$ cat config.mk
export PLATFORM = sky130hd
export DESIGN_NAME = mem_stage
export DESIGN_NICKNAME = d
export VERILOG_FILES = /design/src/rtl/rv32_pkg.sv /design/src/rtl/mem_align.sv /design/src/rtl/mem_stage.sv
export SDC_FILE = /design/constraint.sdc
export NUM_CORES = 1
export LEC_CHECK = 0
export ABC_AREA = 0
export BUFFER_PORTS_ARGS = -buffer_cell sky130_fd_sc_hd__buf_4
export CORE_AREA = 2 2 113 115
export CTS_CLUSTER_DIAMETER = 100
export DETAILED_ROUTE_END_ITERATION = 10
export DIE_AREA = 0 0 115 117
export GPL_TIMING_DRIVEN = 0
export PLACE_DENSITY_LB_ADDON = 0.3
export SLEW_MARGIN = 20
export SYNTH_ARGS = -nofsm -noshare
export SYNTH_HDL_FRONTEND = slang
export SYNTH_SLANG_ARGS = --single-unit
$ cat constraint.sdc
create_clock -name clk_i -period 2.2 [get_ports clk_i]
set_input_delay 0.22 -clock clk_i [delete_from_list [all_inputs] [get_ports clk_i]]
set_output_delay 0.22 -clock clk_i [all_outputs]
set_load 0.1 [all_outputs]
$ cat src/rtl/rv32_pkg.sv
// Shared rv32 core types used by the MEM stage: pipeline register layouts,
// access-size encoding and the memory-access FSM states.
package rv32_pkg;

  typedef enum logic [1:0] {
    MEM_B = 2'b00,
    MEM_H = 2'b01,
    MEM_W = 2'b10
  } mem_size_e;

  typedef enum logic [1:0] {
    IDLE        = 2'b00,
    WAIT_GNT    = 2'b01,
    WAIT_RVALID = 2'b10
  } mem_state_e;

  typedef struct packed {
    logic        valid;
    logic [31:0] alu_result;
    logic [31:0] rs2_data;
    logic [4:0]  rd_addr;
    logic        reg_write;
    logic        mem_read;
    logic        mem_write;
    mem_size_e   mem_size;
    logic        mem_unsigned;
  } ex_mem_pipeline_reg_t;

  typedef struct packed {
    logic [31:0] alu_result;
    logic [31:0] load_data;
    logic [4:0]  rd_addr;
    logic        reg_write;
    logic        mem_read;
    logic        valid;
  } mem_wb_pipeline_reg_t;

endpackage

$ cat src/rtl/mem_align.sv
// Combinational byte-lane logic: store byte enables and replicated write data,
// misalignment detection, and load extraction with sign/zero extension.
module mem_align
  import rv32_pkg::*;
(
  input  logic [1:0]  off_i,
  input  mem_size_e   size_i,
  input  logic        unsigned_i,
  input  logic [31:0] rs2_i,
  input  logic [31:0] rdata_i,
  output logic [3:0]  be_o,
  output logic [31:0] wdata_o,
  output logic        misaligned_o,
  output logic [31:0] load_data_o
);

  logic [31:0] shifted;

  assign shifted = rdata_i >> {off_i, 3'b000};

  always_comb begin
    be_o         = 4'b1111;
    wdata_o      = rs2_i;
    misaligned_o = 1'b0;
    load_data_o  = rdata_i;
    case (size_i)
      MEM_B: begin
        be_o        = 4'b0001 << off_i;
        wdata_o     = {4{rs2_i[7:0]}};
        load_data_o = {{24{~unsigned_i & shifted[7]}}, shifted[7:0]};
      end
      MEM_H: begin
        be_o         = 4'b0011 << off_i;
        wdata_o      = {2{rs2_i[15:0]}};
        misaligned_o = off_i[0];
        load_data_o  = {{16{~unsigned_i & shifted[15]}}, shifted[15:0]};
      end
      default: misaligned_o = |off_i;
    endcase
  end

endmodule

$ cat src/rtl/mem_stage.sv
// MEM pipeline stage: drives the req/gnt/rvalid data port, stalls upstream
// during multi-cycle accesses and registers the MEM/WB pipeline register.
module mem_stage
  import rv32_pkg::*;
(
  input  logic                 clk_i,
  input  logic                 rst_ni,
  input  ex_mem_pipeline_reg_t ex_mem_i,
  output logic                 data_req_o,
  input  logic                 data_gnt_i,
  output logic [31:0]          data_addr_o,
  output logic                 data_we_o,
  output logic [3:0]           data_be_o,
  output logic [31:0]          data_wdata_o,
  input  logic                 data_rvalid_i,
  input  logic [31:0]          data_rdata_i,
  output logic [31:0]          mem_data_o,
  output logic                 stall_o,
  output logic                 misaligned_o,
  output mem_wb_pipeline_reg_t mem_wb_o
);

  mem_state_e           state_q, state_d;
  mem_wb_pipeline_reg_t mem_wb_q, mem_wb_d;
  logic                 active, misaligned, go, is_load, done;
  logic [31:0]          load_data;

  mem_align u_align (
    .off_i       (ex_mem_i.alu_result[1:0]),
    .size_i      (ex_mem_i.mem_size),
    .unsigned_i  (ex_mem_i.mem_unsigned),
    .rs2_i       (ex_mem_i.rs2_data),
    .rdata_i     (data_rdata_i),
    .be_o        (data_be_o),
    .wdata_o     (data_wdata_o),
    .misaligned_o(misaligned),
    .load_data_o (load_data)
  );

  assign active       = ex_mem_i.valid & (ex_mem_i.mem_read | ex_mem_i.mem_write);
  assign go           = active & ~misaligned;
  assign is_load      = ex_mem_i.mem_read;
  assign misaligned_o = active & misaligned;
  assign data_addr_o  = {ex_mem_i.alu_result[31:2], 2'b00};
  assign data_we_o    = go & ~is_load;
  assign mem_data_o   = ex_mem_i.alu_result;
  assign stall_o      = go & ~done;
  assign mem_wb_o     = mem_wb_q;

  always_comb begin
    state_d    = state_q;
    data_req_o = 1'b0;
    done       = 1'b0;
    case (state_q)
      IDLE, WAIT_GNT: begin
        if (go) begin
          data_req_o = 1'b1;
          if (data_gnt_i) begin
            if (is_load) state_d = WAIT_RVALID;
            else begin
              done    = 1'b1;
              state_d = IDLE;
            end
          end else begin
            state_d = WAIT_GNT;
          end
        end
      end
      WAIT_RVALID: begin
        if (data_rvalid_i) begin
          done    = 1'b1;
          state_d = IDLE;
        end
      end
      default: state_d = IDLE;
    endcase
  end

  // A stalled cycle retires nothing, so WB sees a bubble.
  always_comb begin
    mem_wb_d = '0;
    if (!stall_o) begin
      mem_wb_d.alu_result = ex_mem_i.alu_result;
      mem_wb_d.load_data  = (go && is_load) ? load_data : 32'h0;
      mem_wb_d.rd_addr    = ex_mem_i.rd_addr;
      mem_wb_d.reg_write  = ex_mem_i.reg_write & ~misaligned_o;
      mem_wb_d.mem_read   = ex_mem_i.mem_read;
      mem_wb_d.valid      = ex_mem_i.valid;
    end
  end

  always_ff @(posedge clk_i or negedge rst_ni) begin
    if (!rst_ni) begin
      state_q  <= IDLE;
      mem_wb_q <= '0;
    end else begin
      state_q  <= state_d;
      mem_wb_q <= mem_wb_d;
    end
  end

endmodule
==> results.yml, run 1 <==
cts:
  root_buffer: "clkbuf_16"
  clk_path_buf_depth: 2
  path_clk_slew_ns: 0.06
  cts.sinks: 74
  numCtsBuffers: 9
  cts_resized: 0
  cts_tree: "built"
  cts_hold_buf: 0
  cts_setup_buffers: 0
  ctsHtreeMaxLevel: 3
  clk_latency_ns: 0.34
sta:
  drv_slew: 0
  setup_viol: 0
  period_needed_ns: 2.12
  rsz0062_at_grt: "false"
  tightest_slew_ns: 0.927
  fmax_mhz: 472
  finalHoldViolations: 0
  finalCritPeriodShare_pct: 96.3
  clock_skew_ns: 0.00981
  slew-limit-headroom_pct: 38.2
critical_path:
  worst_r2r_endpoint: "mem_wb_o[31]"
  cp.required_ns: 1.98
  endpoint_kind: "primary output"
  worstReg2RegStart: "state_q[1]"
  path_class: "input port to primary output"
  critical_path_arrival_ns: 1.90
  crit_fanout: 10
  r2r_cells: 5
  startpoint_type: "input port"
  r2r_slack_ns: 0.36
pwr:
  p_total_mw: 5.27
  clkPwrFrac_pct: 32.9
  pwr-share-seq_pct: 27.3
  p_leak_nw: 3.61
  cellInternalPower_mw: 3.06
  pwr-share-comb_pct: 39.8
  irDropWorstVdd_mv: 0.394
  power_density_nw_per_um2: 796
  swShare_pct: 41.9
  p_switching_mw: 2.21
global_routing:
  grt_pass1_wl_um: 19200
  grt_pass1_vias: 3718
  grt_usage_pct: 18.9
  grt_overflow: 0
  grt_max_degree: 75
  antenna_found_initial: 0
yosys:
  synth_edf_count: 0
  avgSynthCellArea_um2: 10.4
  synth_top_cells_by_area: "dfrtp_1 (47%), buf_4 (15%), nor2b_1 (6.2%)"
  syn_area_um2: 3910
  synth_cell_type_count: 36
  yosysMostFrequentCell: "buf_4"
  synth_fa_ha_area_share_pct: 0
  synth-compound-area-share_pct: 13.2
  synthXorXnorAreaFrac_pct: 0.224
  synthMuxAreaShare_pct: 7.97
  synth_top_area_share_pct: 47.4
  ys_seq_area_share_pct: 47.4
  synth_flop_cell: "dfrtp_1"
  synthArstFlopShare_pct: 100
  yosys.area.top_type: "dfrtp_1"
  ys_ff_latch: 74
  synth_warnings: 0
  synth_top_family_by_area: "buffers and inverters"
  syn_inst: 376
  synth-simple-area-share_pct: 14.1
  synth_common_cells: "buf_4 (77), dfrtp_1 (74), nor2b_1 (39)"
placement:
  postPlaceCellArea_um2: 6270
  dp_hpwl_um: 10500
  gp_congestion: 0.830
  io_buffers: 281
detailed_routing:
  drt-total-wl_um: 13200
  firstDrtPassIters: 4
  drt_iter0_markers: 245
  avgRoutedWirePerCell_um: 16.1
  via_count: 3774
  vias_per_cell: 4.58
  drtAntennaViolNets: 0
  drcViolationCount: 0
cells_and_area:
  fin_area_um2: 6620
  area_growth_syn_to_layout_pct: 69.3
  n_antenna_cell: 0
  drive_above_1_share_pct: 62.2
  nNetsFinal: 781
floorplan:
  coreArea_um2: 12300
  ioPinCount: 288
  rows: 41
  start_util_pct: 31.7
  die_x_um: 115
  die_area_um2: 13500
  die_h_um: 117
run:
  max-cap-violations: 0
worst_hold_path:
  hp-class: "input port to async pin"
outcome:
  status: "finished, final reports clean"
[state kept, by name, summed over array words and instances, names as in the netlist]
signal	count
state_q	2
mem_wb_o	72
[placed cells by master (no fill, tap or decap), types with 6 or more instances in the layout]
master       n
a21o_1      17
a21oi_1     15
a222oi_1     7
buf_4      360
clkbuf_1     6
clkbuf_16    9
dfrtp_1     74
mux2_2      17
mux2i_1     12
nand2_1     16
nand2b_1     8
nand3_1      7
nor2_1       9
nor2b_1     39
o21ai_0     22
o21ai_2      8
[power groups by stage]
stage / Sequential, mW / Clock (mW) / Combinational (mW)
final: 1.44 / 1.73 / 2.10
after global placement: 1.46 / 0 / 2.09
after detailed placement: 1.46 / 0 / 2.11
after global routing: 1.44 / 1.84 / 2.17
after floorplan: 1.86 / 0 / 1.17
after CTS: 1.44 / 1.76 / 2.11
[cell families (layout without fill, tap and decap cells)]
family | Yosys count | after routing
xor+xnor | 1 | 1
simple gates | 96 | 96
flops | 74 | 74
buf+inv | 97 | 394
mux | 29 | 29
compound gates | 78 | 78
other cells | 1 | 2
[through the flow]
step / TNS, ns / setup slack (ns) / utilization, % / hold slack (ns) / instances
6_report: 0 / 0.0815 / 53.7 / 0.0232 / 824
5_1_grt: 0 / 0.00475 / 53.7 / 0.0910 / 824
4_1_cts: 0 / 0.0599 / 53.7 / 0.0640 / 824
3_5_place_dp: 0 / 0.0613 / 50.9 / 0.433 / 808
3_3_place_gp: 0 / 0.0844 / 50.9 / 0.425 / 808
2_1_floorplan: -0.425 / -0.213 / - / -0.0756 / 377
[worst max-delay path by stage]
stage                startpoint                to  slack (ns)  cells past startpoint
finish              ex_mem_i[2]  data_wdata_o[27]        0.08                      6
global route         state_q[1]           stall_o       0.005                      4
CTS                 ex_mem_i[2]  data_wdata_o[27]        0.06                      6
detailed placement  ex_mem_i[2]  data_wdata_o[27]        0.06                      6
global placement    ex_mem_i[2]  data_wdata_o[27]        0.08                      6
floorplan           ex_mem_i[2]  data_wdata_o[25]       -0.21                      4
[layout make-up]
type | instances | area (µm²)
Tap cell | 150 | 188
Timing Repair Buffer | 281 | 2110
Buffer | 92 | 662
Fill cell | 1120 | 5700
Inverter | 5 | 18.8
Multi-Input combinational cell | 206 | 1440
Clock inverter | 7 | 124
Clock buffer | 9 | 225
Sequential cell | 74 | 1850
[metal layers]
| metal | vias up | track usage, % | part of all wire (%) |
|---|---|---|---|
| met3 | 27 | 6.08 | 9.9 |
| li1 | 1791 | - | - |
| met2 | 227 | 34.8 | 52 |
| met1 | 1729 | 19.6 | 35 |
| met5 | - | 0 | 0 |
| met4 | 0 | 8.67 | 3.0 |
[critical path, stage by stage]
cell	delay, ns
buf_2	0.23
buf_1	0.48
clkbuf_1	0.40
nand2_1	0.17
o21ai_2	0.09
buf_4	0.30
Power figures use the tool's default switching activity.
==> inputs of run 2 (changes only) <==
Settings changed: CORE_AREA 2 2 113 115 to 2 2 110 112, DIE_AREA 0 0 115 117 to 0 0 112 114.
==> results.yml, run 2 (synthesized netlist as in run 1, its figures left out) <==
sta:
  finalHoldViolations: 0
  setup_viol: 0
  tightest_slew_ns: 0.919
  clock_skew_ns: 0.00572
  fin_ws_ns: 0.249
  slew-limit-headroom_pct: 38.8
  rsz0062_at_grt: "false"
  period_needed_ns: 1.95
  finalCritPeriodShare_pct: 88.7
  fmax_mhz: 513
  drv_slew: 0
placement:
  dp_hpwl_um: 10600
  io_buffers: 281
  pre_cts_slack_ns: 0.0945
  gp_congestion: 0.842
  postPlaceCellArea_um2: 6260
cells_and_area:
  mostFrequentLayoutCells: "buf_4 (361), dfrtp_1 (74), nor2b_1 (39), o21ai_0 (22)"
  fin_area_um2: 6560
  nFillCells: 1040
  drive_above_1_share_pct: 62.4
  area_growth_syn_to_layout_pct: 67.9
  n_antenna_cell: 0
  nNetsFinal: 782
  largest_reg_flops: 72
  final_common_cell: "buf_4"
critical_path:
  worstReg2RegStart: "state_q[1]"
  crit_path_cell_trace: "clkbuf_2, buf_2, nor2_2, mux2_2, buf_4"
  crit_fanout: 10
  r2r_cells: 5
  worstSetupStartpoint: "ex_mem_i[1]"
  critPathBufInv: 3
  path_depth: 5
  critical_path_arrival_ns: 1.73
  path_class: "input port to primary output"
  cp_top_family: "buffers and inverters"
  cp.required_ns: 1.98
  slowest_stage: "nor2_2"
  startpoint_type: "input port"
  endpoint_kind: "primary output"
  slowest_delay_ns: 0.48
cts:
  clk_path_buf_depth: 2
  cts.sinks: 74
  clk_latency_ns: 0.33
  cts_hold_buf: 0
  ctsHtreeMaxLevel: 3
  cts_tree: "built"
  numCtsBuffers: 9
  root_buffer: "clkbuf_16"
  path_clk_slew_ns: 0.06
global_routing:
  grt_pass1_wl_um: 20100
  grt_max_degree: 75
  grt_usage_pct: 20.0
  grt_overflow: 0
  grt_pass1_vias: 3814
  antenna_found_initial: 0
floorplan:
  die_area_um2: 12800
  coreArea_um2: 11700
  start_util_pct: 33.4
  die_h_um: 114
  die_x_um: 112
  ioPinCount: 288
  rows: 40
detailed_routing:
  drt_iter0_markers: 281
  via_count: 3861
  drcViolationCount: 0
  vias_per_cell: 4.70
  firstDrtPassIters: 9
  top_layer: "met4"
  dr_wl_met2_um: 7070
  drt-total-wl_um: 13100
  avgRoutedWirePerCell_um: 15.9
  drt-met1-wl_um: 4560
  dr_wl_met3_um: 1210
  drtAntennaViolNets: 0
pwr:
  irDropWorstVdd_mv: 0.419
  p_leak_nw: 3.59
  p_total_mw: 4.95
  power_density_nw_per_um2: 754
run:
  max-cap-violations: 0
outcome:
  status: "finished, final reports clean"
worst_hold_path:
  hp-class: "input port to async pin"
## run 2: routing by layer
metal	vias to the layer above	track usage, %
met2	244	38.4
met3	20	4.25
met1	1808	21.7
li1	1789	-
met4	0	7.07
met5	-	0
## run 2: what timing repair did
item,CTS,global route
endpoints found under the setup margin,0,3
buffers inserted,0,1
gates resized for setup,0,1
## run 2: final cells by class
cell class / instances / area (µm²) / share of cell area (%)
inverter: 5 / 18.8 / 0.286
timing repair buffer: 282 / 2120 / 32.3
multi-input combinational: 206 / 1440 / 21.9
clock inverter: 5 / 37.5 / 0.572
buffer: 92 / 663 / 10.1
clock buffer: 11 / 253 / 3.85
sequential: 74 / 1850 / 28.2
tap: 147 / 184 / 2.80
## run 2: path summary, 6_finish.rpt
check / to / slack [ns]
max in group asynchronous: mem_wb_o[2] / 1.58
hold reg to reg: state_q[0] / 0.59
setup / recovery: data_wdata_o[12] / 0.25
setup reg to reg: mem_wb_o[37] / 0.41
min in group clk_i: mem_wb_o[38] / 0.10
hold / removal: mem_wb_o[44] / 0.03
## run 2: power by group
group | leakage (nW) | internal, mW | switching (mW)
clock | 0.138 | 0.829 | 0.575
sequential | 0.953 | 1.42 | 0.0216
combinational | 2.50 | 0.525 | 1.58
## run 2: stage by stage
stage                     hold WS [ns]  utilization (%)  std cells  setup TNS [ns]
after floorplan                -0.0756                -        377          -0.425
after global routing             0.103             56.0        822               0
final                           0.0298             56.0        822               0
after detailed placement         0.422             53.5        805               0
after CTS                       0.0714             56.0        821               0
after global placement           0.410             53.5        805               0
